## src/rtl/pico_bus_fabric_if.sv

```systemverilog
// Bus bundle between the PicoRV32 native memory port and the fabric's slave ports.
// master: the CPU/peripheral side surrounding the fabric; slave: the fabric itself.
interface pico_bus_fabric_if #(
    parameter int unsigned N_SLAVES = 4
);
    logic                   mem_valid;
    logic [31:0]            mem_addr;
    logic [31:0]            mem_wdata;
    logic [3:0]             mem_wstrb;
    logic                   mem_ready;
    logic [31:0]            mem_rdata;

    logic [N_SLAVES-1:0]    s_valid;
    logic [31:0]            s_addr;
    logic [31:0]            s_wdata;
    logic [3:0]             s_wstrb;
    logic [N_SLAVES-1:0]    s_ready;
    logic [N_SLAVES*32-1:0] s_rdata;

    modport master (
        output mem_valid, mem_addr, mem_wdata, mem_wstrb,
        input  mem_ready, mem_rdata,
        input  s_valid, s_addr, s_wdata, s_wstrb,
        output s_ready, s_rdata
    );

    modport slave (
        input  mem_valid, mem_addr, mem_wdata, mem_wstrb,
        output mem_ready, mem_rdata,
        output s_valid, s_addr, s_wdata, s_wstrb,
        input  s_ready, s_rdata
    );
endinterface

```

## src/rtl/pico_bus_fabric.sv

```systemverilog
// Address-decoding bus fabric: one PicoRV32 master to N_SLAVES slaves with error termination.
// Optional watchdog on slave ready is enabled by defining BUS_TIMEOUT_EN.
module pico_bus_fabric #(
    parameter int unsigned            N_SLAVES       = 4,
    parameter logic [N_SLAVES*32-1:0] SLAVE_BASE     = {32'h3000_0000, 32'h2000_0000,
                                                        32'h1000_0000, 32'h0000_0000},
    parameter logic [N_SLAVES*32-1:0] SLAVE_MASK     = {4{32'hFF00_0000}},
    parameter int unsigned            TIMEOUT_CYCLES = 1024,
    parameter logic [31:0]            ERR_RDATA      = 32'hDEAD_BEEF
) (
    input  logic               clk,
    input  logic               resetn,
    pico_bus_fabric_if.slave   bus,
    input  logic               i_err_clr,
    output logic               o_bus_err,
    output logic               o_err_sticky,
    output logic [1:0]         o_err_cause,
    output logic [31:0]        o_err_addr
);

    typedef enum logic [1:0] {
        IDLE,
        WAIT,
        ERR,
        DONE
    } state_e;

    localparam logic [1:0] CAUSE_UNMAPPED = 2'b01;

    if (N_SLAVES < 1 || N_SLAVES > 16) begin : g_bad_n_slaves
        $error("pico_bus_fabric: N_SLAVES must be in 1..16");
    end
    if (TIMEOUT_CYCLES < 2) begin : g_bad_timeout
        $error("pico_bus_fabric: TIMEOUT_CYCLES must be at least 2");
    end

    state_e              state_q;
    logic [N_SLAVES-1:0] sel_q;
    logic [N_SLAVES-1:0] s_valid_q;
    logic [N_SLAVES-1:0] hit_d;
    logic [31:0]         addr_q;
    logic                write_q;
    logic                mem_ready_q;
    logic [31:0]         mem_rdata_q;
    logic                bus_err_q;
    logic                err_sticky_q;
    logic [1:0]          err_cause_q;
    logic [31:0]         err_addr_q;
    logic                ready_sel;
    logic [31:0]         rdata_sel;

    // Lowest-indexed matching slot wins when decode windows overlap.
    always_comb begin
        hit_d = '0;
        for (int unsigned i = 0; i < N_SLAVES; i++) begin
            if (hit_d == '0 &&
                (bus.mem_addr & SLAVE_MASK[32*i +: 32]) == SLAVE_BASE[32*i +: 32]) begin
                hit_d[i] = 1'b1;
            end
        end
    end

    always_comb begin
        ready_sel = |(bus.s_ready & sel_q);
        rdata_sel = '0;
        for (int unsigned i = 0; i < N_SLAVES; i++) begin
            if (sel_q[i]) begin
                rdata_sel = bus.s_rdata[32*i +: 32];
            end
        end
    end

`ifdef BUS_TIMEOUT_EN
    localparam int unsigned CNT_W = $clog2(TIMEOUT_CYCLES);
    localparam logic [1:0]  CAUSE_TIMEOUT = 2'b10;

    logic [CNT_W-1:0] cnt_q;
    logic             timeout;

    assign timeout = (cnt_q == CNT_W'(TIMEOUT_CYCLES - 1));

    always_ff @(posedge clk) begin
        if (!resetn || state_q != WAIT) begin
            cnt_q <= '0;
        end else begin
            cnt_q <= cnt_q + 1'b1;
        end
    end
`endif

    always_ff @(posedge clk) begin
        if (!resetn) begin
            state_q      <= IDLE;
            sel_q        <= '0;
            s_valid_q    <= '0;
            addr_q       <= '0;
            write_q      <= 1'b0;
            mem_ready_q  <= 1'b0;
            mem_rdata_q  <= '0;
            bus_err_q    <= 1'b0;
            err_sticky_q <= 1'b0;
            err_cause_q  <= '0;
            err_addr_q   <= '0;
        end else begin
            mem_ready_q <= 1'b0;
            bus_err_q   <= 1'b0;
            // A clear is overridden below when an error completes on the same edge.
            if (i_err_clr) begin
                err_sticky_q <= 1'b0;
                err_cause_q  <= '0;
            end
            case (state_q)
                IDLE: begin
                    if (bus.mem_valid) begin
                        addr_q  <= bus.mem_addr;
                        write_q <= |bus.mem_wstrb;
                        if (|hit_d) begin
                            sel_q     <= hit_d;
                            s_valid_q <= hit_d;
                            state_q   <= WAIT;
                        end else begin
                            state_q <= ERR;
                        end
                    end
                end
                WAIT: begin
                    if (ready_sel) begin
                        mem_rdata_q <= write_q ? '0 : rdata_sel;
                        mem_ready_q <= 1'b1;
                        s_valid_q   <= '0;
                        state_q     <= DONE;
                    end
`ifdef BUS_TIMEOUT_EN
                    else if (timeout) begin
                        mem_rdata_q  <= ERR_RDATA;
                        mem_ready_q  <= 1'b1;
                        bus_err_q    <= 1'b1;
                        err_sticky_q <= 1'b1;
                        err_cause_q  <= CAUSE_TIMEOUT;
                        err_addr_q   <= addr_q;
                        s_valid_q    <= '0;
                        state_q      <= DONE;
                    end
`endif
                end
                ERR: begin
                    mem_rdata_q  <= ERR_RDATA;
                    mem_ready_q  <= 1'b1;
                    bus_err_q    <= 1'b1;
                    err_sticky_q <= 1'b1;
                    err_cause_q  <= CAUSE_UNMAPPED;
                    err_addr_q   <= addr_q;
                    state_q      <= DONE;
                end
                DONE: begin
                    state_q <= IDLE;
                end
                default: begin
                    state_q <= IDLE;
                end
            endcase
        end
    end

    assign bus.mem_ready = mem_ready_q;
    assign bus.mem_rdata = mem_rdata_q;
    assign bus.s_valid   = s_valid_q;
    assign bus.s_addr    = bus.mem_addr;
    assign bus.s_wdata   = bus.mem_wdata;
    assign bus.s_wstrb   = bus.mem_wstrb;

    assign o_bus_err    = bus_err_q;
    assign o_err_sticky = err_sticky_q;
    assign o_err_cause  = err_cause_q;
    assign o_err_addr   = err_addr_q;

endmodule

```

## src/flat_wrapper.sv

```systemverilog
// flat-port wrapper written by rule: the top's interface ports become plain ports
module pico_bus_fabric_flat 
#(
    parameter int unsigned            N_SLAVES       = 4,
    parameter logic [N_SLAVES*32-1:0] SLAVE_BASE     = {32'h3000_0000, 32'h2000_0000,
                                                        32'h1000_0000, 32'h0000_0000},
    parameter logic [N_SLAVES*32-1:0] SLAVE_MASK     = {4{32'hFF00_0000}},
    parameter int unsigned            TIMEOUT_CYCLES = 1024,
    parameter logic [31:0]            ERR_RDATA      = 32'hDEAD_BEEF
)
  (clk, resetn, i_err_clr, o_bus_err, o_err_sticky, o_err_cause, o_err_addr, bus_mem_valid, bus_mem_addr, bus_mem_wdata, bus_mem_wstrb, bus_mem_ready, bus_mem_rdata, bus_s_valid, bus_s_addr, bus_s_wdata, bus_s_wstrb, bus_s_ready, bus_s_rdata);
  pico_bus_fabric_if #(.N_SLAVES(N_SLAVES)) bus_i ();
  input  logic clk;
  input  logic resetn;
  input  logic i_err_clr;
  output logic o_bus_err;
  output logic o_err_sticky;
  output logic [1:0] o_err_cause;
  output logic [31:0] o_err_addr;
  input wire logic [$bits(bus_i.mem_valid)-1:0] bus_mem_valid;
  input wire logic [$bits(bus_i.mem_addr)-1:0] bus_mem_addr;
  input wire logic [$bits(bus_i.mem_wdata)-1:0] bus_mem_wdata;
  input wire logic [$bits(bus_i.mem_wstrb)-1:0] bus_mem_wstrb;
  output wire logic [$bits(bus_i.mem_ready)-1:0] bus_mem_ready;
  output wire logic [$bits(bus_i.mem_rdata)-1:0] bus_mem_rdata;
  output wire logic [$bits(bus_i.s_valid)-1:0] bus_s_valid;
  output wire logic [$bits(bus_i.s_addr)-1:0] bus_s_addr;
  output wire logic [$bits(bus_i.s_wdata)-1:0] bus_s_wdata;
  output wire logic [$bits(bus_i.s_wstrb)-1:0] bus_s_wstrb;
  input wire logic [$bits(bus_i.s_ready)-1:0] bus_s_ready;
  input wire logic [$bits(bus_i.s_rdata)-1:0] bus_s_rdata;
  assign bus_i.mem_valid = bus_mem_valid;
  assign bus_i.mem_addr = bus_mem_addr;
  assign bus_i.mem_wdata = bus_mem_wdata;
  assign bus_i.mem_wstrb = bus_mem_wstrb;
  assign bus_mem_ready = bus_i.mem_ready;
  assign bus_mem_rdata = bus_i.mem_rdata;
  assign bus_s_valid = bus_i.s_valid;
  assign bus_s_addr = bus_i.s_addr;
  assign bus_s_wdata = bus_i.s_wdata;
  assign bus_s_wstrb = bus_i.s_wstrb;
  assign bus_i.s_ready = bus_s_ready;
  assign bus_i.s_rdata = bus_s_rdata;
  pico_bus_fabric #(.N_SLAVES(N_SLAVES), .SLAVE_BASE(SLAVE_BASE), .SLAVE_MASK(SLAVE_MASK), .TIMEOUT_CYCLES(TIMEOUT_CYCLES), .ERR_RDATA(ERR_RDATA)) u_core (.clk(clk), .resetn(resetn), .bus(bus_i), .i_err_clr(i_err_clr), .o_bus_err(o_bus_err), .o_err_sticky(o_err_sticky), .o_err_cause(o_err_cause), .o_err_addr(o_err_addr));
endmodule
```

## config.mk

```make
export PLATFORM = sky130hd
export DESIGN_NAME = pico_bus_fabric_flat
export DESIGN_NICKNAME = d
export VERILOG_FILES = /design/src/rtl/pico_bus_fabric_if.sv /design/src/rtl/pico_bus_fabric.sv /design/src/flat_wrapper.sv
export SDC_FILE = /design/constraint.sdc
export NUM_CORES = 1
export LEC_CHECK = 0
export CAP_MARGIN = 20
export CORE_ASPECT_RATIO = 0.5
export CORE_MARGIN = 5
export CORE_UTILIZATION = 37
export DETAILED_ROUTE_END_ITERATION = 8
export PLACE_DENSITY = 0.91
export SYNTH_ARGS = -nofsm -noshare
export SYNTH_HDL_FRONTEND = slang
export SYNTH_SLANG_ARGS = --single-unit
```

## constraint.sdc

```tcl
create_clock -name clk -period 2.05 [get_ports clk]
set_clock_uncertainty 0.05 [all_clocks]
set_input_delay 0.41 -clock clk [delete_from_list [all_inputs] [get_ports clk]]
set_output_delay 0.41 -clock clk [all_outputs]
set_load 0.01 [all_outputs]
```

==> results.md, run 1 <==
* 1st-iter DRT viols at between 150 and 200
* Clock buffer depth at 2
* LEAKAGE at 0.00292 uW
* Internal power at 5270 uW
* Slowest CP cell: clkdlybuf4s50_1
* Peak supply drop at 0.395 mV
* Switch Pwr at 2400 uW
* Top_reg_cell synth: dfxtp_1
* Hold EP: u_core.addr_q[11]
* Share of cells above drive strength 1 at 0.0738
* Vias at between 5000 and 6000
* Synth cell types at 42
* Synth Area in Adders at 0.00923
* Hold_ws at between 400 and 500 ps
* R2R setup slack at 180 ps
* Max Cap Violations at 0
* First-pass GRT wire length at ~28000 um
* Row cnt at 31
* Worst r2r dst: u_core.bus.mem_rdata[2]
* Gpl congestion at 0.857
* Final Net Count at approximately 1000
* Post-synthesis simple-gate area fraction at 0.110
* HP Class: reg2reg
* Max FO, Critical Path at 3
* RSZ-0062 raised after global routing: no
* Worst EP arrival at around 1500 ps
* Setup crit end kind: output pin
* Crit path required time at 1590 ps
* Die Wd at 181 um
* Syn avg cell area at just over 9 sq um
* Final period utilization at 0.971
* Synthesized area at around 5400 sq um
* DR WL/cell at 18.3 um
* Comb pwr share at 0.387
* Largest family of logic cells by synthesized area: compound AO/OA/AOI/OAI gates
* Initial DRT Pass Iterations at 4
* Ant diodes at 0
* Hold path depth at 2
* Mux cell area share after synthesis at 0.0738
* Core area at 14400 sq um
* Routed WL at 18200 um
* Die Y at 95.6 um
* Worst slew pin tran at 720 ps
* CTS clock-pin slew for the worst setup and hold paths at 70 ps
* Yosys warnings at 0
* Die area at about 17000 sq um
* Initial antenna violation count at 0
* CTS Buf Count at 9
* Antenna Nets Post-Route at 0
* Worst reg2reg path depth at 5
* Starting Density at 0.376
* Final hold vios at 0
* Compound-Gate Fraction of Synth Area at 0.246
* Clock H-tree levels at 3
* IO Port Bufs at around 280
* Delay-heaviest family, CP: buffers and inverters
* Slew Limit Fails at 0
* Fin crit period at 1990 ps
* Root Driver: clkbuf_16
* PD cells at between 900 and 1000 nW/um^2
* Post-CTS Resized at 0
* CP Launch Type: primary input
* Clk pwr share at 0.242
* Post-Syn Nets at just over 800
* Avg Vias per Cell at between 5 and 6
* Worst r2r src: u_core.sel_q[2]
* Total grt overflow at 0
* CP bufs+invs at 2
* Final Util at 0.571
* HP Start: u_core.addr_q[11]
* Part of the power in registers at 0.371
* Crit path top cell by count: clkdlybuf4s50_1
* Clock sink count at 110
* Mapped Cells at 598
* Clock latency on the worst-skew pair at 340 ps
* PnR worst setup slack at 58.5 ps
* Xor-xnor portion of the synthesized cell area at 0
* Layout area overhead at 51.9%
* Crit-path max cell delay at 570 ps
* Fmax at 502 MHz
* Status: finished clean
* Tot GR Track Use at 0.198
* TritonCTS clock tree: yes
* Critical path, cell by cell: clkdlybuf4s50_1 > clkdlybuf4s50_1
* Number of flops mapped to enable cells by yosys at 0
* CTS Hold Bufs at 0
* Setup violations, final at 0
* Io pins at 345
* Largest net degree at the start of global routing at 34
* Detailed Place HPWL at around 14000 um
* Setup WS pre-CTS at -56.8 ps
* Switching Share at 0.313
* FILL cells at between 1000 and 1500
* DRC viols at 0
* Setup Buffers After CTS at 0
* Asr flop ratio synth at 0
* Rel. slew slack at 0.519
* Vias in the first global route at around 5400
* Flops & latches, synth at 110
* Seq/Total Area, Yosys at 0.406
* Crit Path Class: in2out
flip-flops by register name (all words and copies together) (netlist names):
name and flops:
u_core.addr_q 32, u_core.bus.mem_rdata 32, u_core.bus.mem_ready 1, u_core.bus.s_valid 4, u_core.o_bus_err 1, u_core.o_err_addr 32
u_core.o_err_sticky 1, u_core.sel_q 4, u_core.state_q 2, u_core.write_q 1
synth_stat cells, drive strengths merged (2+ instances only):
cell     number  area [sq um]
clkbuf       30           113
a21oi        35           175
o22ai         8          50.1
nand3         2          15.0
o21ai        25           129
o32a          8          80.1
mux2i        40           400
a32oi         2          36.3
nor2         52           198
a221oi       32           280
nor2b         3          18.8
nand2        75           282
dfxtp       110          2200
o221a        24           270
a22o          2          18.8
buf          88           669
ha            4          50.1
nand2b        5          31.3
and2          2          12.5
o2bb2ai      24           210
a22oi         2          25.0
inv          15          56.3
layout make-up:
cell class | instances | area [sq um] | area share
tap | 198 | 248 | 0.0301
timing repair buffer | 304 | 3020 | 0.366
clock buffer | 11 | 233 | 0.0283
clock inverter | 5 | 82.6 | 0.0100
sequential | 110 | 2200 | 0.267
inverter | 15 | 56.3 | 0.00684
multi-input combinational | 355 | 2400 | 0.291
power groups by stage:
| stage | clock network (uW) | logic [uW] | registers, uW |
|---|---|---|---|
| 2_1_floorplan | 0 | 1440 | 2980 |
| 3_3_place_gp | 0 | 2910 | 2860 |
| 3_5_place_dp | 0 | 2990 | 2890 |
| 4_1_cts | 1900 | 3010 | 2840 |
| 5_1_grt | 1990 | 3190 | 2900 |
| 6_report | 1860 | 2970 | 2840 |
worst max-delay path by stage:
| stage | from | to | slack (ps) | cells past startpoint |
|---|---|---|---|---|
| after floorplan | u_core.state_q[0] | u_core.bus.mem_rdata[8] | 410 | 8 |
| after global placement | bus_mem_addr[31] | u_core.bus.s_valid[1] | 50 | 5 |
| after detailed placement | bus_mem_addr[31] | u_core.bus.s_valid[3] | -60 | 5 |
| after CTS | bus_mem_addr[31] | bus_s_addr[31] | 60 | 2 |
| after global routing | bus_mem_addr[31] | bus_s_addr[31] | 30 | 2 |
| final | bus_mem_addr[26] | bus_s_addr[26] | 60 | 2 |
cell families (layout without fill, tap and decap cells):
logic type,count (synthesis),after routing
adders and majority gates,4,4
DFF,110,110
buffers and inverters,133,335
and+or+nand+nor,142,142
AOI/OAI and AO/OA,168,168
other,1,1
muxes,40,40
through the flow:
step	area, sq um	cells	power, uW	setup TNS, ps
finish	8240	998	7670	0
global route	8240	998	8080	0
CTS	8240	998	7750	0
detailed placement	7920	982	5880	-120
global placement	7920	982	5780	0
floorplan	5420	598	4430	0
metal layers:
metal / vias to the layer above / part of all wire / track usage / wire [um]
met2: 178 / 0.53 / 0.372 / 9620
li1: 2476 / - / - / -
met3: 31 / 0.066 / 0.0575 / 1210
met5: - / 0 / 0 / 0
met4: 0 / 0.019 / 0.0668 / 349
met1: 2498 / 0.39 / 0.219 / 7060
placed cells by master (no fill, tap or decap), types with 9 or more instances in the layout:
cell and n:
inv_1 13, clkbuf_16 9, o21ai_0 24, a221oi_1 32
mux2i_1 40, a21oi_1 35, nor2_1 51, o221a_1 19
nand2_1 75, dfxtp_1 110, clkdlybuf4s50_1 279, buf_4 22
o2bb2ai_1 24
Power figures use the tool's default switching activity.
==> inputs of run 2 (changes only) <==
--- a/config.mk
+++ b/config.mk
@@ -5,10 +5,11 @@
 export SDC_FILE = /design/constraint.sdc
 export NUM_CORES = 1
 export LEC_CHECK = 0
-export CAP_MARGIN = 20
+export CAP_MARGIN = 0
 export CORE_ASPECT_RATIO = 0.5
 export CORE_MARGIN = 5
 export CORE_UTILIZATION = 37
+export CTS_CLUSTER_SIZE = 10
 export DETAILED_ROUTE_END_ITERATION = 8
 export PLACE_DENSITY = 0.91
 export SYNTH_ARGS = -nofsm -noshare
==> results of run 2 <==
Final layout, timing and power as in run 1 (identical DEF).
==> inputs of run 3 (changes only) <==
--- a/config.mk
+++ b/config.mk
@@ -12,6 +12,7 @@
 export CTS_CLUSTER_SIZE = 10
 export DETAILED_ROUTE_END_ITERATION = 8
 export PLACE_DENSITY = 0.91
+export SKIP_CTS_REPAIR_TIMING = 1
 export SYNTH_ARGS = -nofsm -noshare
 export SYNTH_HDL_FRONTEND = slang
 export SYNTH_SLANG_ARGS = --single-unit
==> results of run 3 <==
Final layout, timing and power as in run 1 (identical DEF).
